==> src/rtl/pc_fetch_sequencer.sv <==
// Program counter and single-outstanding instruction fetch sequencer with a
// one-entry output buffer toward decode; redirects flush and re-steer the PC.
module pc_fetch_sequencer #(
    parameter logic [31:0] RESET_PC = 32'h0000_0000,
    parameter logic [31:0] PC_INC   = 32'd4
) (
    input  logic        clk,
    input  logic        rst_n,
    input  logic        redirect_valid,
    input  logic [31:0] redirect_target,
    output logic        fetch_req_valid,
    input  logic        fetch_req_ready,
    output logic [31:0] fetch_addr,
    input  logic        fetch_rsp_valid,
    input  logic [31:0] fetch_rsp_data,
    output logic        instr_valid,
    input  logic        instr_ready,
    output logic [31:0] instr_data,
    output logic [31:0] instr_pc
);

    localparam logic [0:0] FETCH = 1'b0;
    localparam logic [0:0] WAIT  = 1'b1;

    logic [0:0]  state;
    logic        discard;
    logic [31:0] pc;
    logic        handshake;
    logic        rsp_in_wait;

    // A redirect in the same cycle wins over issuing a request at the stale pc.
    assign fetch_req_valid = rst_n && (state == FETCH) && !instr_valid && !redirect_valid;
    assign fetch_addr      = {pc[31:2], 2'b00};
    assign handshake       = fetch_req_valid && fetch_req_ready;
    assign rsp_in_wait     = (state == WAIT) && fetch_rsp_valid;

    always_ff @(posedge clk) begin
        if (!rst_n) begin
            pc          <= RESET_PC;
            state       <= FETCH;
            discard     <= 1'b0;
            instr_valid <= 1'b0;
            instr_data  <= 32'h0;
            instr_pc    <= 32'h0;
        end else begin
            // The buffer is always empty while in WAIT, so capture never collides with consume.
            if (redirect_valid) begin
                instr_valid <= 1'b0;
            end else if (rsp_in_wait && !discard) begin
                instr_valid <= 1'b1;
                instr_data  <= fetch_rsp_data;
                instr_pc    <= pc;
            end else if (instr_valid && instr_ready) begin
                instr_valid <= 1'b0;
            end

            if (redirect_valid)
                pc <= {redirect_target[31:2], 2'b00};
            else if (rsp_in_wait && !discard)
                pc <= pc + PC_INC;

            case (state)
                FETCH: begin
                    if (handshake)
                        state <= WAIT;
                end
                WAIT: begin
                    if (fetch_rsp_valid) begin
                        state   <= FETCH;
                        discard <= 1'b0;
                    end else if (redirect_valid) begin
                        // The in-flight word belongs to the old path; drop it on arrival.
                        discard <= 1'b1;
                    end
                end
                default: state <= FETCH;
            endcase
        end
    end

endmodule

==> config.mk <==
export PLATFORM = sky130hd
export DESIGN_NAME = pc_fetch_sequencer
export DESIGN_NICKNAME = d
export VERILOG_FILES = /design/src/rtl/pc_fetch_sequencer.sv
export SDC_FILE = /design/constraint.sdc
export NUM_CORES = 1
export LEC_CHECK = 0
export ABC_AREA = 1
export CAP_MARGIN = 20
export CORE_MARGIN = 8
export CORE_UTILIZATION = 41
export DETAILED_ROUTE_END_ITERATION = 16
export PLACE_DENSITY_LB_ADDON = 0.25
export SLEW_MARGIN = 20
export SYNTH_ARGS = -nofsm -noshare
export SYNTH_HDL_FRONTEND = slang
export SYNTH_SLANG_ARGS = --single-unit
==> constraint.sdc <==
create_clock -name clk -period 4.2 [get_ports clk]
set_input_delay 0.42 -clock clk [delete_from_list [all_inputs] [get_ports clk]]
set_output_delay 0.42 -clock clk [all_outputs]
set_load 0.1 [all_outputs]
==> flow_results.org, run 1 <==
** Place
- Final weighted congestion of routability-driven global placement :: 0.865
- Post-detailed-placement half-perimeter wirelength :: 10100 um
- Quantity of I/O buffers inserted on ports :: 161
- # placed instances :: 924

** Floorplan
- Die Footprint :: 14500 sq um
- In this run the vertical extent of the chip is 120 um.
- Width of the die :: 120 um
- Number of top-level pins :: 168
- Starting Density :: 41.5%
- The floorplan step defined a core boundary enclosing 10700 sq um.
- Core Rows :: 38

** Synth
- After synthesis, the cell types taking the most area are dfxtp_1 43%, nor2_1 12%, nand2_1 11%.
- After synthesis the cells add up to 4460 sq um.
- Gate Count Post-Synth :: 652
- Summing the sequential cell areas from Yosys gives 42.6% of the chip area.
- Top cell type's share of synthesized area :: 42.6%
- Average size of a mapped cell :: 6.84 sq um
- Syn. warnings :: 0
- Library cell occupying the most area in the post-synthesis netlist :: dfxtp_1
- Count of unique library cells instantiated by Yosys :: 33
- In this run, synthesis produced a sequential element count of 95.

** Power and ir drop
- Total power density per cell area :: 319 nW/um^2
- Summed over all cells, the static leakage comes to 0.00250 uW.
- Across the VDD grid, the largest voltage drop is 0.147 mV.
- Overall power consumption after layout is estimated at 1990 uW.

** Worst setup path
- The kind of cell with the highest combined delay along the critical path is buffers and inverters.
- Top fanout value on the critical path :: 6
- Arrival time of the worst setup path :: 2090 ps
- The signal on the critical path passes through clkdlybuf4s50_1.
- The worst setup path is launched from a flip-flop.
- CP Data Required Time :: 3780 ps
- The number of buffers and inverters on the critical path is 1.
- For this run, the slowest stage of the critical path takes 1200 ps.
- STA classifies the critical path endpoint as an output pin.
- Among all stages on the critical path, the largest delay is contributed by clkdlybuf4s50_1.
- By startpoint and endpoint, the worst setup path is classified as reg2out.

** Layout
- The post-route netlist has 6.01% of its cells at a drive strength greater than 1.
- Summing all flip-flop and latch instances after layout gives 1900 sq um.
- Combined area of the multi-input logic cells :: 2140 sq um
- Once layout is complete, the cells apart from fillers number 939.
- The filler cells instantiated in the layout total 1050.
- Number of antenna diodes :: 0
- Fin nets :: 866
- The area growth from synthesis to layout is 40.0%.
- Final Core Density :: 58.1%

** CTS
- Register clock-pin slew on the reported worst setup and hold paths :: 90 ps
- Deepest clock path buffer count :: 2
- Post-CTS repair changed the size of 0 cells.
- Clock tree synthesis selected as its root buffer the cell clkbuf_8.
- The tree built by TritonCTS fans out to 95 sinks.
- CTS H-Tree Depth :: 3
- Clock buffer count from CTS :: 9
- Hold repair after CTS inserted 0 buffers.
- Clock network latency to the later pin of the worst-skew pair :: 370 ps
- Once the clock tree was built, the setup fixing pass inserted 0 buffers.
- CTS tree :: done

** Routing
- Vias :: 4787
- WL final :: 14500 um
- In the final routed layout, each cell accounts on average for 15.4 um.
- The pre-antenna-repair detailed-routing pass consisted of 7 iterations.
- In this run the remaining antenna-violating nets after routing total 0.
- For this run, design rule violations remaining after detail routing come to 0.
- Number of vias per cell after detailed routing :: 5.10
- For this block, the initial DRC count from the detailed router was 389.

** GRT
- The first global-routing pass estimated 23200 um of wire.
- Total Routing Usage GR :: 19.7%
- Entering global routing, the biggest net connects 82 pins.
- The initial antenna violation count came to 0.
- GRT Residual Overflow :: 0
- Vias in the first global route :: 4609

** Hold path
- The path class of the tightest hold or removal check is reg2reg.

** STA
- Min Hold Slack :: 480 ps
- Setup repair after global routing left no endpoint under its margin.
- Largest clock skew in the final design :: 9.98 ps
- The worst pin sits at a relative slew slack of 29.2%.
- The worst path needs 2510 ps of the cycle, external delays included.
- The final max-slew violation count was 0.
- Final setup violation count :: 0
- In the final timing run, aggregate negative setup slack is 0 ps.
- The final critical path takes up 59.8% of the cycle.
- At the pin with the least slew margin, the transition time is 1060 ps.
- Hold Vio Cnt, Final :: 0
- Based on the critical path, the design can be clocked at up to 398 MHz.

** Run
- The tool flagged a number of max-cap violations equal to 0.

** Outcome
- The run finished with clean final reports.
[area by class of cell]
type | count | area share, %
sequential | 95 | 30.5
clock inverter | 3 | 0.721
multi-input combinational | 468 | 34.3
timing repair buffer | 164 | 26.1
inverter | 57 | 3.47
clock buffer | 12 | 2.16
tap | 140 | 2.81
[cells in the mapped netlist]
master / number
inv_1: 54
nand4_1: 13
buf_1: 1
buf_6: 5
clkbuf_2: 3
o211ai_1: 5
nand2_4: 1
xor2_1: 1
nand3b_1: 9
nand2_2: 7
a21oi_1: 12
a31oi_1: 7
nor4_1: 1
buf_2: 3
o21ai_0: 72
nor3_1: 6
buf_4: 9
nor2_4: 2
nor2_2: 16
inv_2: 2
nor3b_1: 1
a211oi_1: 1
inv_4: 1
nand3_2: 1
o21ai_1: 2
nand3_1: 34
clkbuf_1: 14
nor2_1: 140
dfxtp_1: 95
ha_1: 1
conb_1: 1
nor2_8: 1
nand2_1: 131
[where the power goes]
part / switching, uW / internal [uW] / leakage (uW)
combinational: 304 / 130 / 0.00164
clock: 323 / 273 / 0.0000827
sequential: 32.5 / 927 / 0.000772
total: 659 / 1330 / 0.00250
[metal layers]
metal	part of all wire (%)	track usage [%]	up-vias	wire, um
li1	-	-	2359	-
met1	45	24.5	2213	6510
met2	45	31.7	192	6560
met3	7.9	5.22	23	1150
met4	2.0	8.43	0	289
met5	0	0	-	0
[path summary, 6_finish.rpt]
path / from / to / slack, ps / depth (start not counted)
setup / recovery: pc[21] / fetch_addr[21] / 1690 / 1
hold / removal: instr_pc[21] / instr_pc[21] / 480 / 2
setup reg to reg: pc[2] / pc[30] / 2310 / 10
hold reg to reg: instr_pc[21] / instr_pc[21] / 480 / 2
[flip-flops by register name, indices dropped and copies added, names as in the netlist]
name	cells
discard	1
instr_data	32
instr_pc	30
instr_valid	1
pc	30
state	1
[logic make-up after synthesis]
family | count (synthesis) | synth area share, %
adders and majority gates | 1 | 0.280
and+or+nand+nor | 363 | 35.6
DFF | 95 | 42.6
AOI/OAI and AO/OA | 99 | 11.6
other | 1 | 0.0841
buffers and inverters | 92 | 9.56
xor gates and xnor gates | 1 | 0.196
[cells in the final DEF, fill, tap and decap left out]
master,count
nand3_2,1
clkbuf_8,9
bufinv_16,1
nor3b_1,1
inv_4,1
nand3b_1,9
nand3_1,34
nor2_2,16
buf_4,4
nor2_1,140
clkbuf_1,3
nor2_4,2
nor4_1,1
nand2_4,1
clkinvlp_4,2
inv_1,54
nor3_1,6
o211ai_1,5
nand2_2,7
ha_1,1
nor2_8,1
inv_2,2
clkdlybuf4s50_1,159
buf_2,1
a21oi_1,12
o21ai_1,2
o21ai_0,72
a211oi_1,1
dfxtp_1,95
a31oi_1,7
conb_1,4
xor2_1,1
nand4_1,13
nand2_1,131
[per-stage QoR]
step / instance area, sq um / worst slack (ps)
2_1_floorplan: 4470 / 865
3_3_place_gp: 6060 / 1780
3_5_place_dp: 6060 / 1780
4_1_cts: 6240 / 1700
5_1_grt: 6240 / 1650
6_report: 6240 / 1690
No activity file was read; power rests on OpenSTA's default activity.
==> inputs of run 2 (changes only) <==
Clock period 4.2 ns to 2.4 ns, I/O delays scaled along.
==> run 2 against run 1 <==
Against the previous run:
- design area fell by 2.7%
- count of clock-buffer cells in the layout fell by 3
- clock power rose by 80%
- global-route usage barely moved
- die area did not move
- critical path depth rose by 9
- routed wire length rose by 0.86%
- cell count rose by 0.64%
- register-to-register slack got worse by 1800 ps
- critical path type is now reg2reg
- critical endpoint is now pc[30]
- largest power group unchanged
==> flow_results.org, run 2 (synthesized netlist as in run 1, its figures left out) <==
** STA
- Setup violations remaining at the end of the flow were counted as 0.
- Hold Vio Cnt, Final :: 0
- Between clock sinks in the finished design, the worst skew comes to 13.2 ps.
- Setup WS post-layout :: 487 ps
- Setup repair after global routing left no endpoint under its margin.
- Tightest Pin Transition :: 781 ps
- Counting I/O delays and the setup requirement, the final critical path takes 1910 ps.
- Max Clk Rate :: 523 MHz
- Sum of negative setup slack :: 0 ps
- The final max-slew violation count is 0.
- In the finished design, the share of the clock period the worst path needs comes to 79.7%.
- In this run the tightest slew margin relative to its limit is 47.9%.

** GRT
- For this run, the total global-route usage over all layers was measured as 19.7%.
- Pin count of the biggest net entering global routing :: 82
- Number of antenna violations at the first check in global routing :: 1
- Global-route wire length before repair :: 23400 um
- GRT Residual Overflow :: 0
- Vias in the first global route :: 4596

** CTS
- Register clock-pin slew on the reported worst setup and hold paths :: 100 ps
- At the later pin of the worst-skew pair, clock insertion delay measures 360 ps.
- Hold-fix buffers, CTS :: 0
- Deepest clock path buffer count :: 2
- The tree built by TritonCTS fans out to 95 sinks.
- CTS H-Tree Depth :: 3
- CTS Root Cell :: clkbuf_8
- Clock buffer count from CTS :: 9
- The number of gates resized after CTS was 0.
- Buffers inserted during post-CTS setup optimization :: 0
- CTS tree :: done

** Routing
- Dividing the detail-routed wire length by the instance count gives 15.5 um.
- WL final :: 14600 um
- After detailed routing, the number of vias per cell comes to 4.95.
- The first routing iteration left 347 violations.
- Antenna-violating nets left :: 0
- DRC viols :: 0
- The first detailed-routing pass took 4 iterations.
- Across all layers, the routed design uses 4681 vias.

** Worst setup path
- Launch point of the critical path :: pc[3]
- The worst register-to-register path begins at pc[3].
- Data arrives at the worst endpoint at 2180 ps.
- For this run, the slowest stage of the critical path takes 470 ps.
- The setup path with the least slack is of type reg2reg.
- Sequence of cells on the critical path :: ha_1 -> nand2_1 -> nor2_1 -> nand3b_1 -> nor2_2 -> nand2_1 -> nand2_1 -> nand3_1 -> nand2_1 -> inv_1
- The critical path crosses 10 cells after its start point.
- Along the worst path, the maximum fanout reaches 6.
- CP top delay family :: simple AND/OR/NAND/NOR gates
- Worst setup SP type :: flip-flop
- The worst register-to-register path has a depth of 10.
- Counting both buffers and inverters, the worst setup path holds a total of 1.
- The worst setup path is captured at a flip-flop.
- Most used cell, CP :: nand2_1
- Among all stages on the critical path, the largest delay is contributed by dfxtp_1.
- STA puts the critical path data required time at 2660 ps.

** Layout
- Proportion of layout cells with a drive suffix above 1 :: 18.7%
- Counting the fill cells in the layout gives 1058.
- Most frequent cells in the layout :: 140 x nor2_1, 131 x nand2_1, 100 x buf_4, 95 x dfxtp_1, 72 x o21ai_0
- Finished Cell Area :: 6080 sq um
- Registers with the most flip-flops :: instr_data x32, instr_pc x30, pc x30
- instr_data holds more flip-flops than any other register.
- Total area of sequential cells :: 1900 sq um
- Fin nets :: 870
- Area added between synthesis and finish :: 36.2%
- Leaving out fill and tap cells, the most frequent cell in the layout is nor2_1.
- Summing all multi-input logic gate instances after layout gives 2150 sq um.
- The register with the most flip-flops in the layout has 32 of them.

** Floorplan
- Number of top-level pins :: 168
- Vertical die dimension :: 120 um
- The floorplan has 38 rows.
- Width of the die :: 120 um
- Die Footprint :: 14500 sq um
- The core region is 10700 sq um.
- The initial utilization of the core area, before any placement, comes to 41.5%.

** Place
- At the end of routability-driven placement, the weighted congestion stood at 0.852.
- Pre-CTS setup slack :: 255 ps
- Port buffering added 161 buffers.
- Area after detailed placement :: 5880 sq um
- Post-detailed-placement half-perimeter wirelength :: 10300 um

** Hold path
- Worst hold path stage count :: 4
- The min-delay analysis places its worst path in the category in2reg.
- In this run the most critical hold path is launched from rst_n.

** Power and ir drop
- In this run the power density over the cells is 575 nW/um^2.
- Leakage power summed over all cells :: 0.00272 uW
- VDD sags by at most 0.299 mV.

** Run
- Across the run, the number of max-cap violations was 0.

** Outcome
- Outcome :: complete, no violations
run 2: cell types whose count changed in the layout (fill, tap and decap cells not counted), sizes merged:
| cell | change |
|---|---|
| buf | +97 |
| clkbuf | -3 |
| clkdlybuf4s50 | -93 |
| clkinv | +5 |
| clkinvlp | -2 |
| diode | +1 |
| inv | +1 |
run 2: path summary, 6_finish.rpt:
kind             endpoint  slack, ps
max                pc[30]        490
max reg2reg        pc[30]        490
min                 state        340
min reg2reg  instr_pc[17]        480
run 2: area by class of cell:
type                            count  share of cell area, %
Timing Repair Buffer              168                   23.6
Antenna cell                        1                 0.0412
Inverter                           57                   3.56
Multi-Input combinational cell    468                   35.4
Tap cell                          140                   2.88
Clock buffer                        9                   2.04
Sequential cell                    95                   31.3
Clock inverter                      7                   1.17
run 2: per-stage QoR:
step	utilization, %	std cells	total power [uW]	hold WS (ps)
global route	56.5	945	3640	361
floorplan	-	655	2230	385
CTS	56.5	944	3530	335
finish	56.5	945	3490	342
detailed placement	54.7	928	2460	467
global placement	54.7	928	2460	462
run 2: where the power goes:
part           switching, uW  total (uW)  internal (uW)
clock network            582        1070            484
registers               58.4        1680           1620
logic                    531         747            216
run 2: worst register-to-register path, stage by stage (launching register included):
cell and delay, ps:
dfxtp_1 470, ha_1 220, nand2_1 90, nor2_1 300
nand3b_1 250, nor2_2 200, nand2_1 80, nand2_1 60
nand3_1 60, nand2_1 60, inv_1 40
run 2: routing by layer:
metal / share of wire, % / GRT usage (%)
met4: 1.3 / 5.39
met1: 45 / 25.1
met2: 46 / 32.5
met5: 0 / 0
met3: 8.2 / 5.08
